`config.mk`:
```
export PLATFORM = sky130hd
export DESIGN_NAME = sig_encode_out_flat
export DESIGN_NICKNAME = d
export VERILOG_FILES = /design/src/rtl/sig_encode_out_if.sv /design/src/rtl/sig_encode_out.sv /design/src/flat_wrapper.sv
export SDC_FILE = /design/constraint.sdc
export NUM_CORES = 1
export LEC_CHECK = 0
export ABC_AREA = 1
export CAP_MARGIN = 25
export CORE_ASPECT_RATIO = 1.1
export CORE_MARGIN = 2
export CORE_UTILIZATION = 54
export CTS_CLUSTER_DIAMETER = 200
export CTS_CLUSTER_SIZE = 14
export DETAILED_ROUTE_END_ITERATION = 6
export GPL_TIMING_DRIVEN = 0
export PLACE_DENSITY = 0.76
export SLEW_MARGIN = 10
export SYNTH_ARGS = -nofsm -noshare
export SYNTH_HDL_FRONTEND = slang
export SYNTH_SLANG_ARGS = --single-unit
export TNS_END_PERCENT = 1
```
`constraint.sdc`:
```
create_clock -name clk -period 2.2 [get_ports clk]
set_clock_uncertainty 0.1 [all_clocks]
set_input_delay 0.22 -clock clk [delete_from_list [all_inputs] [get_ports clk]]
set_output_delay 0.22 -clock clk [all_outputs]
set_load 0.1 [all_outputs]
```
`src/rtl/sig_encode_out_if.sv`:
```
// Symbol-in / serial-out bundle for the sig_encode_out transmitter.
// The master drives symbols and Enable; the slave (encoder) returns Ready, the line and status.
interface sig_encode_out_if;
  logic       Enable;
  logic [1:0] Data_In;
  logic       Data_Valid;
  logic       Ready;
  logic       Data_Out;
  logic       Busy;
  logic       Sym_Err;

  modport master (
    output Enable,
    output Data_In,
    output Data_Valid,
    input  Ready,
    input  Data_Out,
    input  Busy,
    input  Sym_Err
  );

  modport slave (
    input  Enable,
    input  Data_In,
    input  Data_Valid,
    output Ready,
    output Data_Out,
    output Busy,
    output Sym_Err
  );
endinterface

```
`src/rtl/sig_encode_out.sv`:
```
// Serial symbol transmitter: 2-bit symbols are queued in a FIFO and sent as 4-bit line frames.
// Define SIG_ENCODE_GAP_EN to insert GAP_BITS idle-low cycles after every frame.
module sig_encode_out #(
  parameter int unsigned DEPTH    = 4,
  parameter int unsigned GAP_BITS = 2
) (
  input logic             clk,
  input logic             Reset,
  sig_encode_out_if.slave bus
);

  localparam int unsigned PtrW = (DEPTH > 1) ? $clog2(DEPTH) : 1;
  localparam int unsigned CntW = $clog2(DEPTH) + 1;
`ifdef SIG_ENCODE_GAP_EN
  localparam int unsigned SeqW = (GAP_BITS > 4) ? $clog2(GAP_BITS) : 2;
  localparam logic [SeqW-1:0] GapLast = SeqW'(GAP_BITS - 1);
`else
  localparam int unsigned SeqW = 2;
`endif
  localparam logic [SeqW-1:0] FrameLast = SeqW'(3);

  typedef enum logic [1:0] {
    StIdle,
    StSend
`ifdef SIG_ENCODE_GAP_EN
    , StGap
`endif
  } state_e;

  // FIFO storage and bookkeeping
  logic [1:0]      mem_q [DEPTH];
  logic [PtrW-1:0] wr_ptr_q, rd_ptr_q;
  logic [CntW-1:0] count_q, count_d;
  logic            full, empty, accept, sym_legal, push, pop;

  // Serializer state
  state_e          state_q, state_d;
  logic [SeqW-1:0] seq_q, seq_d;
  logic [2:0]      shreg_q, shreg_d;
  logic            line_q, line_d;
  logic            sym_err_q;
  logic            start;
  logic            load_slot;
  logic [3:0]      head_frame;

  assign full      = (count_q == CntW'(DEPTH));
  assign empty     = (count_q == '0);
  assign accept    = bus.Data_Valid && !full;
  assign sym_legal = (bus.Data_In == 2'b01) || (bus.Data_In == 2'b10);
  assign push      = accept && sym_legal;
  assign start     = !empty && bus.Enable;

  // Frame bit 0 goes on the line first: 01 -> 1,1,1,0 and 10 -> 1,0,0,0.
  assign head_frame = (mem_q[rd_ptr_q] == 2'b01) ? 4'b0111 : 4'b0001;

  always_comb begin
    count_d = count_q;
    unique case ({push, pop})
      2'b10:   count_d = count_q + CntW'(1);
      2'b01:   count_d = count_q - CntW'(1);
      default: count_d = count_q;
    endcase
  end

  always_comb begin
    state_d   = state_q;
    seq_d     = seq_q;
    shreg_d   = shreg_q;
    line_d    = 1'b0;
    pop       = 1'b0;
    load_slot = 1'b0;

    unique case (state_q)
      StIdle: load_slot = 1'b1;
      StSend: begin
        if (seq_q != FrameLast) begin
          line_d  = shreg_q[0];
          shreg_d = {1'b0, shreg_q[2:1]};
          seq_d   = seq_q + SeqW'(1);
        end else begin
`ifdef SIG_ENCODE_GAP_EN
          state_d = StGap;
          seq_d   = '0;
`else
          load_slot = 1'b1;
`endif
        end
      end
`ifdef SIG_ENCODE_GAP_EN
      StGap: begin
        if (seq_q != GapLast) begin
          seq_d = seq_q + SeqW'(1);
        end else begin
          load_slot = 1'b1;
        end
      end
`endif
      default: state_d = StIdle;
    endcase

    // Shared frame-boundary rule: start the next frame immediately or fall back to idle.
    if (load_slot) begin
      if (start) begin
        pop     = 1'b1;
        line_d  = head_frame[0];
        shreg_d = head_frame[3:1];
        seq_d   = '0;
        state_d = StSend;
      end else begin
        state_d = StIdle;
      end
    end
  end

  always_ff @(posedge clk) begin
    if (push) begin
      mem_q[wr_ptr_q] <= bus.Data_In;
    end
  end

  always_ff @(posedge clk) begin
    if (Reset) begin
      state_q   <= StIdle;
      seq_q     <= '0;
      shreg_q   <= '0;
      line_q    <= 1'b0;
      wr_ptr_q  <= '0;
      rd_ptr_q  <= '0;
      count_q   <= '0;
      sym_err_q <= 1'b0;
    end else begin
      state_q   <= state_d;
      seq_q     <= seq_d;
      shreg_q   <= shreg_d;
      line_q    <= line_d;
      count_q   <= count_d;
      sym_err_q <= accept && !sym_legal;
      if (push) begin
        wr_ptr_q <= wr_ptr_q + PtrW'(1);
      end
      if (pop) begin
        rd_ptr_q <= rd_ptr_q + PtrW'(1);
      end
    end
  end

  assign bus.Ready    = !full;
  assign bus.Data_Out = line_q;
  assign bus.Busy     = (state_q != StIdle) || !empty;
  assign bus.Sym_Err  = sym_err_q;

endmodule

```
`src/flat_wrapper.sv`:
```
// flat-port wrapper written by rule: the top's interface ports become plain ports
module sig_encode_out_flat 
#(
  parameter int unsigned DEPTH    = 4,
  parameter int unsigned GAP_BITS = 2
)
  (clk, Reset, bus_Enable, bus_Data_In, bus_Data_Valid, bus_Ready, bus_Data_Out, bus_Busy, bus_Sym_Err);
  sig_encode_out_if bus_i ();
  input logic clk;
  input logic Reset;
  input wire logic [$bits(bus_i.Enable)-1:0] bus_Enable;
  input wire logic [$bits(bus_i.Data_In)-1:0] bus_Data_In;
  input wire logic [$bits(bus_i.Data_Valid)-1:0] bus_Data_Valid;
  output wire logic [$bits(bus_i.Ready)-1:0] bus_Ready;
  output wire logic [$bits(bus_i.Data_Out)-1:0] bus_Data_Out;
  output wire logic [$bits(bus_i.Busy)-1:0] bus_Busy;
  output wire logic [$bits(bus_i.Sym_Err)-1:0] bus_Sym_Err;
  assign bus_i.Enable = bus_Enable;
  assign bus_i.Data_In = bus_Data_In;
  assign bus_i.Data_Valid = bus_Data_Valid;
  assign bus_Ready = bus_i.Ready;
  assign bus_Data_Out = bus_i.Data_Out;
  assign bus_Busy = bus_i.Busy;
  assign bus_Sym_Err = bus_i.Sym_Err;
  sig_encode_out #(.DEPTH(DEPTH), .GAP_BITS(GAP_BITS)) u_core (.clk(clk), .Reset(Reset), .bus(bus_i));
endmodule
```
; After elaboration in Yosys (flattened, before gate mapping)
; Memory sizes are Yosys's and may differ from the RTL's. A register that Yosys moved wholly into a read port is not among the register bits.
; Index checks and enable logic that the tools add are counted.
[totals]
out_inout_bits = 4
memories = 1
ramBits = 8
word_cells = 62
reg_bits = 16
in_bits = 6
[mem_list]
columns = name, words, width, rd, rd_clocked_by_memory_dff, write_ports, line
row1 = u_core.mem_q, 4, 2, 1, 1, 1, sig_encode_out.sv:31  ; logic [1:0] mem_q [DEPTH];
[classes]
n_mux = 25
add_sub_neg = 5
reduce_logical = 14
n_eq_ne = 9
[ops]
columns = operator, n
row1 = $mux 2, 8
row2 = $mux 3, 5
row3 = $mux 1, 10
row4 = $eq 2x1->1 const B, 4
row5 = $add 2x1->2 const B, 3
row6 = $pmux 3 s2, 1
row7 = $eq 2x2->1 const B, 2
row8 = $logic_and 1x1->1, 4
row9 = $reduce_bool 2->1, 2
row10 = $add 3x1->3 const B, 1
row11 = $eq 3x3->1 const B, 1
row12 = $logic_not 1->1, 3
row13 = $logic_not 3->1, 1
row14 = $sub 3x1->3 const B, 1
row15 = $logic_not 2->1, 1
row16 = $logic_or 1x1->1, 2
row17 = $ne 2x1->1 const B, 1
row18 = $ne 2x2->1 const B, 1
row19 = $pmux 1 s2, 1
row20 = $reduce_or 2->1, 1

; Logic depth before layout (Yosys ltp)
[logic_depth]
word_depth = 7
ltp_mapped = 12
ltp_nobuf = 12

; Worst setup path after synthesis
; Ideal clock, no wire load.
[synth_timing]
kind = reg-to-reg
start = register u_core.count_q[0]
end = register u_core.count_q[2]
setup_time_ns = 0.119
arrival_ns = 2.345
path_slack_ns = -0.364
required_time_ns = 1.981
synth_period_minus_slack_ns = 2.564
path_buffers = 0
stages_incl_launch_ff = 11
cell_sequence = dfxtp_1 > nor2_2 > nand2_1 > nand3_2 > ha_1 > inv_1 > fa_1 > nand2_1 > nand3_1 > o21ai_0 > a21oi_1
[synth_between]
word_cells_on_any_way = 15
classes_between = add/sub: 2 / eq/ne: 3 / mux: 3 / reduce/logical: 7
[synth_lines]
columns = element, line
row1 = from (decl), sig_encode_out.sv:33  ; logic [CntW-1:0] count_q, count_d;
row2 = from (signal assigned), sig_encode_out.sv:136  ; count_q <= count_d;
row3 = $eq 3x3->1 *, sig_encode_out.sv:46  ; assign full = (count_q == CntW'(DEPTH));
row4 = $logic_not 1->1 *, -
row5 = named net bus_Ready, flat_wrapper.sv:14  ; output wire logic [$bits(bus_i.Ready)-1:0] bus_Ready;
row6 = $logic_and 1x1->1 *, sig_encode_out.sv:48  ; assign accept = bus.Data_Valid && !full;
row7 = $logic_and 1x1->1 *, sig_encode_out.sv:50  ; assign push = accept && sym_legal;
row8 = $eq 2x1->1 / $eq 2x2->1 (equally long branches), sig_encode_out.sv:58  ; unique case ({push, pop})
row9 = $pmux 3 s2 / $reduce_bool 2->1 (equally long branches), -
; Mark *: on every way through the listed nets, which the timed path passes. The rest lies on a longest branch.
; A chain may end at the register's enable or synchronous reset.

; Worst setup path in the final report
[layout_timing]
start = register u_core.line_q (netlist: u_core.bus.Data_Out)
end = output port bus_Data_Out
[layout_lines]
columns = element, line
row1 = from (decl), sig_encode_out.sv:40  ; logic line_q, line_d;
row2 = from (signal assigned), sig_encode_out.sv:135  ; line_q <= line_d;
row3 = to (decl), flat_wrapper.sv:15  ; output wire logic [$bits(bus_i.Data_Out)-1:0] bus_Data_Out;
; No word-level cell between the ends.

==> qor.csv <==
metric,value,unit
status,finished clean,
switching_share,0.445,
synth_edf_count,8,
worst_ep_required_time,1.88,ns
ys_warn_count,0,
drt_iter0_drc,11,
synth_mux_area_frac,0,
fp.dieW,46.6,um
cellPowerDensity,1160,nW/um^2
hold_path.class,register to register,
synth_top_area_share,0.315,
die_y,50.9,um
clockRootBuffer,clkbuf_4,
vias,764,
crit_path_start,u_core.bus.Data_Out$_SDFF_PP0_,
dpl.cell_count,152,
critPathLaunchType,register,
final_cell_count_no_fill,156,
synthCells,116,
post_cts_buffers,0,
yosysUniqueCellTypes,22,
fin_util,0.675,
diodes,0,
synth.most_common_cell,inv_1,
syn_to_final_growth,15.1,%
power_frac_clock,0.140,
synth-xor-area-share,0.0243,
worst_pin_slew,0.964,ns
drtPass1Iterations,4,
cap_viol_max_count,0,
crit_cells,1,
place_congestion,0.750,
synth_area_leaders,"dfxtp_1 32%, edfxtp_1 22%, inv_1 6.3%",
fillers,169,
hold_viol,0,
synth.top_cells.by_count,"18 x inv_1, 17 x dfxtp_1, 13 x nor2_1, 9 x a21oi_1, 9 x nand3_1",
regToRegStartpoint,u_core.count_q[1]$_SDFFE_PP0P_,
fin_area,1240,um^2
num_rows,16,
wl_per_cell,10.6,um
wl,1660,um
rsz0062_at_grt,false,
synth_flop_cell,dfxtp_1,
reg2reg_to,u_core.count_q[2]$_SDFFE_PP0P_,
p_switching,0.642,mW
seqCellArea,582,um^2
fmax,478,MHz
synth-adder-area-share,0.0765,
synth_fp_nets,128,
cts_tree,yes,
grt.total_usage,0.166,
critPathMaxFanout,1,
initial_core_util,0.586,
end_kind,output port,
worstHoldStart,u_core.shreg_q[2]$_SDFF_PP0_,
ant_nets,0,
crit_type,register to output port,
clock-sinks,25,
syn_area,1080,um^2
max_slew_margin,0.355,
setup.worst_path.end,bus_Data_Out,
p_total,1.44,mW
tns,0,ns
ys_seq_area_frac,0.538,
p_leak,0.508,nW
r2r_slack,0.22,ns
setup_viol,0,
internal_power,0.802,mW
place_hpwl,1330,um
period_needed,2.09,ns
grt_overflow,0,
seqPwrFrac,0.433,
worstPathArrival,1.77,ns
grt_pass1_vias,737,
synthArstFlopShare,0,
port_buffers,9,
whs,0.372,ns
cpMaxStageDelayCell,clkdlybuf4s50_1,
path_buf_inv,1,
grt_pass1_wl,2770,um
critPathTopFamily,buffers and inverters,
combPwrFrac,0.427,
ir_worst_vdd,843,uV
syn_avg_cell_area,9.31,um^2
dieArea,2370,um^2
setup_ws,0.107,ns
multiInputGateArea,429,um^2
cpPeakStageDelay,1.12,ns
final_nets,142,
grt_antenna_before_repair,0,
drv_slew,0,
reg2regPathDepth,11,
htreeDepth,1,
synth_top_family_by_area,simple AND/OR/NAND/NOR gates,
core-area,1840,um^2
clk_pin_slew,0.14,ns
drcViolationCount,0,
path_cells,clkdlybuf4s50_1,
synth-simple-area-share,0.171,
synth_compound_area_frac,0.114,
grt_max_degree,15,
ys_ff_latch,25,
viasPerCell,4.90,
insertion_delay,0.31,ns
period_share,0.951,
io_pins,10,
yosys.area.top_type,dfxtp_1,
pre_cts_slack,-0.160,ns
cts_buffer_depth,2,
dpl_cell_area,1210,um^2
cts_buffers,3,
drive_gt1_frac,0.132,
-- layer usage --
layer  GRT usage  wire length, um  up-vias
li1            -                -      402
met1       0.183              771      354
met2       0.292              834        6
met3      0.0318               35        2
met4      0.0833               13        0
met5           0                0        -
-- cell families after synthesis --
family,after synthesis
flops,25
simple gates,39
fa+ha+maj,6
buf+inv,22
compound gates,21
xor+xnor,3
-- registers in the layout (all words and copies together), names as in the netlist, named ones only --
name	flops
u_core.seq_q	2
u_core.rd_ptr_q	2
u_core.bus.Data_Out	1
u_core.state_q	1
u_core.wr_ptr_q	2
u_core.count_q	3
u_core.shreg_q	3
u_core.bus.Sym_Err	1
u_core.mem_q	8
-- cell usage in the layout, fill, tap and decap left out, drive strengths merged --
cell,n
nor3,3
nand3,10
clkinv,1
o21ai,9
edfxtp,8
dfxtp,17
clkdlybuf4s50,7
fa,1
xor2,2
nand2,9
dlygate4sd2,2
o21a,1
a21oi,11
xnor2,1
clkbuf,3
nand3b,2
inv,22
nor2,15
ha,5
-- what timing repair did --
| item | 4_1_cts | 5_1_grt |
|---|---|---|
| gates resized for setup | 2 | 2 |
| hold buffers | 0 | 0 |
| setup endpoints to repair | 2 | 1 |
-- worst min path at each step --
stage	depth (start not counted)	endpoint	slack, ns
3_5_place_dp	2	u_core.shreg_q[2]$_SDFF_PP0_	0.36
2_1_floorplan	1	u_core.state_q[0]$_SDFFE_PP0P_	0.19
4_1_cts	2	u_core.shreg_q[2]$_SDFF_PP0_	0.38
6_report	2	u_core.shreg_q[2]$_SDFF_PP0_	0.37
5_1_grt	2	u_core.shreg_q[2]$_SDFF_PP0_	0.40
3_3_place_gp	2	u_core.shreg_q[2]$_SDFF_PP0_	0.34
-- cell type report --
| class | instances | area share |
|---|---|---|
| Tap cell | 27 | 0.0272 |
| Clock buffer | 3 | 0.0181 |
| Inverter | 22 | 0.0665 |
| Multi-Input combinational cell | 69 | 0.345 |
| Clock inverter | 1 | 0.00403 |
| Sequential cell | 25 | 0.468 |
| Timing Repair Buffer | 9 | 0.0705 |
-- power groups by stage --
stage                     sequential [mW]  combinational (mW)  clock [mW]
after floorplan                     0.686               0.440           0
after global placement              0.634               0.609           0
after detailed placement            0.636               0.629           0
after CTS                           0.625               0.615       0.203
after global routing                0.635               0.683       0.226
final                               0.626               0.616       0.202
Note: power is estimated with default switching activity, not from simulation.
